--- src/rtl/execute_mdu.sv ---
// execute_mdu: multi-cycle RV64M/RV32M multiply/divide unit with valid/ready handshake and flush.
// Define MDU_FAST_MUL_EN to replace the shift-add multiplier with a single-cycle product.
module execute_mdu #(
    parameter int XLEN   = 64,
    parameter int RIDX_W = 5
) (
    input  logic              clk,
    input  logic              rst_n,
    input  logic              flush,
    input  logic              in_valid,
    output logic              in_ready,
    input  logic [3:0]        mdu_op,
    input  logic [XLEN-1:0]   rs1_data,
    input  logic [XLEN-1:0]   rs2_data,
    input  logic [RIDX_W-1:0] rd_idx,
    output logic              out_valid,
    input  logic              out_ready,
    output logic [XLEN-1:0]   out_data,
    output logic [RIDX_W-1:0] out_rd_idx,
    output logic              busy
);
    localparam int CW = $clog2(XLEN) + 1;
    typedef enum logic [1:0] {IDLE, CALC, FIX, DONE} state_t;
    state_t state_q, state_d;
    logic [3:0] op_q, op_d;
    logic neg_q, neg_d;
    logic [CW-1:0] cnt_q, cnt_d;
    logic [2*XLEN-1:0] mcand_q, mcand_d, acc_q, acc_d, mul_step, div_step, prod;
    logic [XLEN-1:0] b_q, b_d, out_q, out_d;
    logic [RIDX_W-1:0] rd_q, rd_d;
    logic word, is_div, is_rem, a_sgn, b_sgn, a_neg, b_neg, illegal, div0, ovf, special;
    logic [XLEN-1:0] a_ext, b_ext, a_mag, b_mag, most_neg, spec_res, quo, rem, res;
    logic [XLEN:0] r_sh, r_sub;

    function automatic logic [XLEN-1:0] sx(input logic [31:0] v);
        logic [XLEN+31:0] t;
        t = {{XLEN{v[31]}}, v};
        return t[XLEN-1:0];
    endfunction

    function automatic logic [XLEN-1:0] fin(input logic w, input logic [XLEN-1:0] v);
        return w ? sx(v[31:0]) : v;
    endfunction

    assign word     = mdu_op[3];
    assign is_div   = mdu_op[2];
    assign is_rem   = mdu_op[2] & mdu_op[1];
    assign a_sgn    = mdu_op[2] ? ~mdu_op[0] : ((mdu_op[1:0] == 2'd1) | (mdu_op[1:0] == 2'd2));
    assign b_sgn    = mdu_op[2] ? ~mdu_op[0] : (mdu_op[1:0] == 2'd1);
    assign a_ext    = word ? (a_sgn ? sx(rs1_data[31:0]) : XLEN'(rs1_data[31:0])) : rs1_data;
    assign b_ext    = word ? (b_sgn ? sx(rs2_data[31:0]) : XLEN'(rs2_data[31:0])) : rs2_data;
    assign a_neg    = a_sgn & a_ext[XLEN-1];
    assign b_neg    = b_sgn & b_ext[XLEN-1];
    assign a_mag    = a_neg ? -a_ext : a_ext;
    assign b_mag    = b_neg ? -b_ext : b_ext;
    assign illegal  = word & ((XLEN == 32) | (~mdu_op[2] & (mdu_op[1:0] != 2'd0)));
    assign most_neg = word ? sx(32'h8000_0000) : {1'b1, {(XLEN-1){1'b0}}};
    assign div0     = is_div & (b_ext == '0);
    assign ovf      = is_div & ~mdu_op[0] & (a_ext == most_neg) & (&b_ext);
    assign special  = illegal | div0 | ovf;
    assign spec_res = illegal ? '0 : div0 ? (is_rem ? a_ext : '1) : (is_rem ? '0 : a_ext);

    // Restoring divide: acc holds {remainder, dividend/quotient}, one quotient bit per step.
    assign r_sh     = acc_q[2*XLEN-1:XLEN-1];
    assign r_sub    = r_sh - {1'b0, b_q};
    assign div_step = {r_sub[XLEN] ? r_sh[XLEN-1:0] : r_sub[XLEN-1:0], acc_q[XLEN-2:0], ~r_sub[XLEN]};
`ifdef MDU_FAST_MUL_EN
    assign mul_step = mcand_q * {{XLEN{1'b0}}, b_q};
`else
    assign mul_step = acc_q + (b_q[0] ? mcand_q : '0);
`endif
    assign prod = neg_q ? -acc_q : acc_q;
    assign quo  = acc_q[XLEN-1:0];
    assign rem  = acc_q[2*XLEN-1:XLEN];
    assign res  = ~op_q[2] ? ((op_q[1:0] == 2'd0) ? prod[XLEN-1:0] : prod[2*XLEN-1:XLEN])
                : op_q[1] ? (neg_q ? -rem : rem) : (neg_q ? -quo : quo);

    always_comb begin
        state_d = state_q;
        op_d    = op_q;
        neg_d   = neg_q;
        cnt_d   = cnt_q;
        mcand_d = mcand_q;
        b_d     = b_q;
        acc_d   = acc_q;
        out_d   = out_q;
        rd_d    = rd_q;
        if (flush) begin
            state_d = IDLE;
        end else begin
            case (state_q)
                IDLE: if (in_valid) begin
                    state_d = special ? DONE : CALC;
                    op_d    = mdu_op;
                    neg_d   = is_rem ? a_neg : (a_neg ^ b_neg);
                    cnt_d   = word ? CW'(32) : CW'(XLEN);
`ifdef MDU_FAST_MUL_EN
                    if (!is_div) cnt_d = CW'(1);
`endif
                    mcand_d = {{XLEN{1'b0}}, a_mag};
                    b_d     = b_mag;
                    acc_d   = is_div ? {{XLEN{1'b0}}, word ? a_mag << (XLEN-32) : a_mag} : '0;
                    rd_d    = rd_idx;
                    if (special) out_d = fin(word, spec_res);
                end
                CALC: begin
                    acc_d   = op_q[2] ? div_step : mul_step;
                    mcand_d = mcand_q << 1;
                    b_d     = op_q[2] ? b_q : b_q >> 1;
                    cnt_d   = cnt_q - 1'b1;
                    state_d = (cnt_q == CW'(1)) ? FIX : CALC;
                end
                FIX: begin
                    out_d   = fin(op_q[3], res);
                    state_d = DONE;
                end
                DONE: if (out_ready) state_d = IDLE;
            endcase
        end
    end

    always_ff @(posedge clk) begin
        if (!rst_n) begin
            state_q <= IDLE;
            op_q    <= '0;
            neg_q   <= 1'b0;
            cnt_q   <= '0;
            mcand_q <= '0;
            b_q     <= '0;
            acc_q   <= '0;
            out_q   <= '0;
            rd_q    <= '0;
        end else begin
            state_q <= state_d;
            op_q    <= op_d;
            neg_q   <= neg_d;
            cnt_q   <= cnt_d;
            mcand_q <= mcand_d;
            b_q     <= b_d;
            acc_q   <= acc_d;
            out_q   <= out_d;
            rd_q    <= rd_d;
        end
    end

    assign in_ready   = state_q == IDLE;
    assign out_valid  = state_q == DONE;
    assign busy       = state_q != IDLE;
    assign out_data   = out_q;
    assign out_rd_idx = rd_q;
endmodule
--- config.mk ---
export PLATFORM = sky130hd
export DESIGN_NAME = execute_mdu
export DESIGN_NICKNAME = d
export VERILOG_FILES = /design/src/rtl/execute_mdu.sv
export SDC_FILE = /design/constraint.sdc
export NUM_CORES = 2
export LEC_CHECK = 0
export BUFFER_PORTS_ARGS = -buffer_cell sky130_fd_sc_hd__buf_2
export CAP_MARGIN = 15
export CORE_UTILIZATION = 55
export CTS_BUF_LIST = sky130_fd_sc_hd__clkbuf_4 sky130_fd_sc_hd__clkbuf_8 sky130_fd_sc_hd__clkbuf_16
export CTS_CLUSTER_DIAMETER = 60
export DETAILED_ROUTE_END_ITERATION = 12
export PLACE_DENSITY = 0.8
export SYNTH_ARGS = -nofsm -noshare
export SYNTH_HDL_FRONTEND = slang
export SYNTH_SLANG_ARGS = --single-unit
--- constraint.sdc ---
create_clock -name clk -period 4.7 [get_ports clk]
set_input_delay 0.235 -clock clk [delete_from_list [all_inputs] [get_ports clk]]
set_output_delay 0.235 -clock clk [all_outputs]
set_load 0.02 [all_outputs]
* After elaboration in Yosys (flattened, before gate mapping)
Cells that the tools add are included.
Storage, ports and cells: flip-flop bits (word level) 403, input port bits 142, output and inout bits 72, logic and storage cells 105
Operators by class: $add $sub $neg 8, equal/unequal tests 11, mux-type cells 45, bitwise logic cells 18, reductions and logical operators 14
Operator list (count):
- two-way mux 64 bit | 24
- two-way mux 128 bit | 5
- case mux 128 bit (2 select lines) | 2
- negator 64 bit | 4
- case mux 64 bit (2 select lines) | 2
- adder 128 bit | 1
- negator 128 bit | 1
- subtractor 65 x 64 -> 65 bit | 1
- == test 64 bit | 1
- zero test 64 bit | 1
- AND reduction 64 bit | 1
- two-way mux 63 bit | 1
- two-way mux 7 bit | 2
- case mux 7 bit (2 select lines) | 1
- bitwise AND 1 bit | 9
- two-way mux 2 bit | 4
- case mux 2 bit (4 select lines) | 1
- AND reduction 4 bit | 2
- nonzero test 2 bit | 4
- == test 7 x 1 -> 1 bit, second input constant | 1
- subtractor 7 x 1 -> 7 bit, second input constant | 1
- == test 2 bit, second input constant | 3
- AND reduction 3 bit | 2
- NOT 1 bit | 5
- other kinds (9) | 17

* Logic depth before layout (Yosys ltp)
depth after elaboration 12, mapped depth 19, gate-level depth less buffers 15

* Least setup slack after synthesis
OpenSTA, ideal clock, no wires.
kind flip-flop to flip-flop, from reg b_q[0], to reg acc_q[123], data arrival time 3.927 ns, data required time 4.621 ns, path slack 0.694 ns, stages on the path, launching flop included 16, path buffers 3, cells stage by stage dfxtp_1 clkbuf_1 clkbuf_1 and2_1 ha_1 clkbuf_1 nand4_1 or3_1 nor4_1 nand3_1 or3b_1 a211oi_1 o21ai_1 or4_1 and3_1 o211ai_1
Between the ends: cells in the longest elaborated chain, start to end 4, elaborated cells between the ends (all ways) 6, classes of those cells add/sub: 2; mux: 4
RTL lines:
- from (decl) | line 29 | logic [XLEN-1:0] b_q, b_d, out_q, out_d;
- from (signal assigned) | line 129 | b_q <= '0;
- from (signal assigned) | line 139 | b_q <= b_d;
- two-way mux 128 bit or subtractor 65 x 64 -> 65 bit (tied branches) | line 70, 65
- adder 128 bit or two-way mux 64 bit (tied branches) | line 70, 66
- two-way mux 128 bit (*) | line 107 | acc_d = op_q[2] ? div_step : mul_step;
- case mux 128 bit (2 select lines) (*) | line 91 | case (state_q)
- to (signal assigned) | line 130 | acc_q <= '0;
- to (signal assigned) | line 140 | acc_q <= acc_d;
- to (decl) | line 28 | logic [2*XLEN-1:0] mcand_q, mcand_d, acc_q, acc_d, mul_step, div_step, prod;
Every way passes the cells marked *; elsewhere a longest branch is shown, timed or not. A chain may end at the register's enable or synchronous reset.

* Worst setup path after layout
from reg b_q[0], to reg acc_q[122]
The elaborated chain is that of the path after synthesis.

==> results.txt <==
- The flow ran to the end, and the final reports show no timing, DRC or antenna violations.
- Tightest Hold Check Type: input pin to flop
- A synthesized cell averages 6.913 um^2.
- Number of post-CTS setup repair buffers: 0
- Total negative slack: 0 ps
- Summed over all nets, the switching power comes to 4.217 mW.
* Leading cell type by number of instances after synthesis: sky130_fd_sc_hd__nand2_1
- The floorplan step set the die height to 277.0 um.
- Htree depth: 2
- Summed over all cells, the static leakage comes to 18.76 nW.
- After floorplanning, the core was divided into 100 placement rows.
* Delay of the slowest cell on the worst path: 580 ps
- Once layout is complete, the cells apart from fillers number 7107.
- Clock period minus final worst setup slack: 4423 ps
- Clock Power Share: 39.9%
- At the pin with the least slew margin, the transition time is 1197 ps.
- IO Pins: 214
- Root buffer cell: sky130_fd_sc_hd__clkbuf_16
- Met3 wirelength from detailed routing: 32.20 mm
- Counting both buffers and inverters, the worst setup path holds a total of 1.
- Yosys printed 0 warnings.
* Worst relative slew slack: 19.90%
- The worst-case IR drop observed on VDD is 330.4 uV.
- For this run the aggregate overflow at the end of global routing stands at 0.
- The first global-routing pass estimated 291.3 mm of wire.
- Setup repair after global routing left no endpoint under its margin.
- The number of placed instances, taps included, is 6980.
* Crit-path cells: buf_6 -> and2_1 -> ha_1 -> nand4_1 -> or4_1 -> or4b_1 -> or2_0 -> o221ai_1 -> o21ai_1 -> o21ai_0 -> xor2_1 -> a22oi_1 -> o211ai_1
* Post-synth net total: 6361
- Clock tree from TritonCTS: yes
* Number of nets in the layout: 6426
* Combinational power share: 26.9%
* Max-slew violation count: 0
* Drc violations: 0
* Fraction of final layout cells sized beyond drive strength 1: 11.25%
- Power density cells: 244.1 mW/mm^2
* Clk buf depth: 3
* Port bufs: 213
- Once the floorplan was initialized, standard cells occupied 55.69% of the core.
- Based on the critical path, the design can be clocked at up to 0.2261 GHz.
* Cells after synthesis: 6017
* Filler cell count in the final layout: 7142
- Fraction of post-synthesis cell area in the top cell type by area: 19.40%
- CTS buffer count: 56
- Across the routed clock network, the largest skew measured is 31.98 ps.
- Top Family by Delay on Critical Path: simple AND/OR/NAND/NOR gates
- The worst setup path is of the flop to flop kind.
- For this block, wires on met1 add up to 77.04 mm.
- The number of antenna violations at the first check in global routing came to 21.
- Kind of end point of the critical path: flop
- Synth top area cells: sky130_fd_sc_hd__dfxtp_1 (19%), sky130_fd_sc_hd__a21oi_1 (7.6%), sky130_fd_sc_hd__o21ai_0 (6.2%)
- Vias per Instance: 7.002
- Length of routed met2 wiring: 78.20 mm
* Per-cell routed wire length: 28.28 um
- CTS clock-pin slew for the worst setup and hold paths: 60 ps
* First-pass iteration count of the detailed router: 8
- The core region is 0.07470 mm^2.
- Worst setup margin: 277.2 ps
* Overall power consumption: 11.29 mW
- Counting flops with a built-in enable in the synthesized netlist gives 0.
* Top layer reached by signal wires: met5
* Share of the cycle needed by the critical path after routing: 94.10%
* Number of global-route vias before repair: 44810
- Ranked by instance count, the synthesized netlist is headed by sky130_fd_sc_hd__nand2_1 (668), sky130_fd_sc_hd__a21oi_1 (629), sky130_fd_sc_hd__o21ai_0 (518).
* Cell taking the most area after synthesis: sky130_fd_sc_hd__dfxtp_1
* Cell area after technology mapping: 0.04159 mm^2
- The die covers 0.07673 mm^2.
- From left edge to right edge, the die measures 277.0 um.
* Global routing usage summed across all routing layers: 50.02%
* Post-DRT Antenna Nets: 0
- Share of flip-flops with an asynchronous set or reset: 0%
- Number of max-capacitance violations reported: 0
- For this block, the initial DRC count from the detailed router was 7638.
- Distinct cell type count of the synthesized netlist: 104
- Cell internal power was estimated by the tool at 7.071 mW.
* Seq/Total Area, Yosys: 19.40%
* Wire length after detailed routing: 201.0 mm
- Last weighted congestion value of the routability-driven placer: 1.197
- Detailed placement finished with a half-perimeter wire length of 157.6 mm.
* Clk sink count: 403
- At the worst endpoint, the arrival time is 4950 ps.
* Largest net degree at the start of global routing: 133
- Total count of hold-check failures in the final report: 0
* Area growth from synthesis to final layout: 11.18%
* Highest net fanout along the worst path: 58
* Later-pin clock latency in the skew report: 680 ps
- For this run, the leading register cell type out of synthesis is sky130_fd_sc_hd__dfxtp_1.
- STA classifies the critical path startpoint as a flop.
* Sequential share of power: 33.2%
* Worst-case setup slack after placement: 140.6 ps
* FF+latch count, synth: 403
- The routed layout has 49760 vias.
* CP max-delay cell: sky130_fd_sc_hd__or4_1
- Sw frac: 37.36%
- Finish-stage setup viols: 0
- Data on the critical path is required at its endpoint by 5230 ps.
[tightest hold or removal path, stage by stage]
cell	delay [ps]
sky130_fd_sc_hd__buf_2	150
sky130_fd_sc_hd__nand2_1	70
sky130_fd_sc_hd__o211ai_1	80
sky130_fd_sc_hd__o211a_1	130
[cells in the final DEF, fill, tap and decap left out, types with 138 or more instances in the layout]
cell type / count
sky130_fd_sc_hd__ha_1: 200
sky130_fd_sc_hd__and2_1: 154
sky130_fd_sc_hd__nor2_1: 481
sky130_fd_sc_hd__buf_2: 211
sky130_fd_sc_hd__xnor2_1: 206
sky130_fd_sc_hd__o21ai_0: 518
sky130_fd_sc_hd__xor2_1: 230
sky130_fd_sc_hd__nand2_1: 668
sky130_fd_sc_hd__nor3_1: 138
sky130_fd_sc_hd__a21oi_1: 626
sky130_fd_sc_hd__dfxtp_1: 399
sky130_fd_sc_hd__buf_4: 263
[timing repair]
item,4_1_cts,5_1_grt
hold buffers,11,0
resized for setup,0,5
setup endpoints to repair,0,8
hold endpoints to repair,12,0
[power by group through the flow]
stage | Sequential, mW | Clock (mW) | Combinational [mW]
after floorplan | 3.75 | 0 | 1.79
after global placement | 3.80 | 0 | 2.81
after detailed placement | 3.81 | 0 | 2.83
after CTS | 3.73 | 4.49 | 2.85
after global routing | 3.76 | 4.62 | 3.17
final | 3.75 | 4.50 | 3.04
[through the flow]
| stage | area (um^2) | hold WS [ps] | util [%] |
|---|---|---|---|
| 2_1_floorplan | 41590 | 329.6 | - |
| 5_1_grt | 46220 | 58.12 | 61.88 |
| 4_1_cts | 46160 | 11.95 | 61.80 |
| 3_5_place_dp | 44110 | 424.4 | 59.06 |
| 6_report | 46250 | 30.39 | 61.91 |
| 3_3_place_gp | 44110 | 418.6 | 59.05 |
[cells by family (layout without fill, tap and decap cells)]
logic type | count (synthesis) | after routing | share of synthesized area (%)
multiplexers | 42 | 42 | 1.059
XOR/XNOR | 436 | 436 | 9.181
flip-flops | 403 | 403 | 19.40
buffers and inverters | 629 | 739 | 6.022
AND/OR/NAND/NOR | 2121 | 2121 | 24.84
AO/OA/AOI/OAI | 2173 | 2173 | 33.13
adder cells (fa/ha/maj) | 213 | 213 | 6.377
other | 0 | 11 | 0
[registers in the layout (all words and copies together) (netlist names)]
name and flops:
acc_q 128, b_q 64, cnt_q 7, mcand_q 128, neg_q 1, op_q 4, out_data 64, out_rd_idx 5
state_q 2
[routing by layer]
| layer | vias to the layer above | global-route usage (%) |
|---|---|---|
| met3 | 762 | 21.61 |
| met5 | - | 1.313 |
| met2 | 3594 | 69.07 |
| met4 | 14 | 27.86 |
| met1 | 23240 | 64.34 |
| li1 | 22150 | - |
[layout make-up]
type	instances	area, um^2	area share (%)
multi-input combinational	4985	31140	67.33
antenna	11	27.53	0.05952
clock inverter	36	397.9	0.8604
clock buffer	67	1539	3.328
sequential	403	8080	17.47
inverter	141	529.3	1.144
tap	969	1212	2.622
timing repair buffer	495	3322	7.183
[final timing paths]
check	startpoint	slack [ps]	end	depth (start not counted)
setup / recovery	b_q[0]$_SDFFE_PN0P_	280	acc_q[122]$_SDFFE_PN0P_	13
hold / removal	rs2_data[0]	30	b_q[0]$_SDFFE_PN0P_	4
setup reg to reg	b_q[0]$_SDFFE_PN0P_	280	acc_q[122]$_SDFFE_PN0P_	13
hold reg to reg	out_data[45]$_SDFFE_PN0P_	430	out_data[45]$_SDFFE_PN0P_	2
No activity file was read; power rests on OpenSTA's default activity.
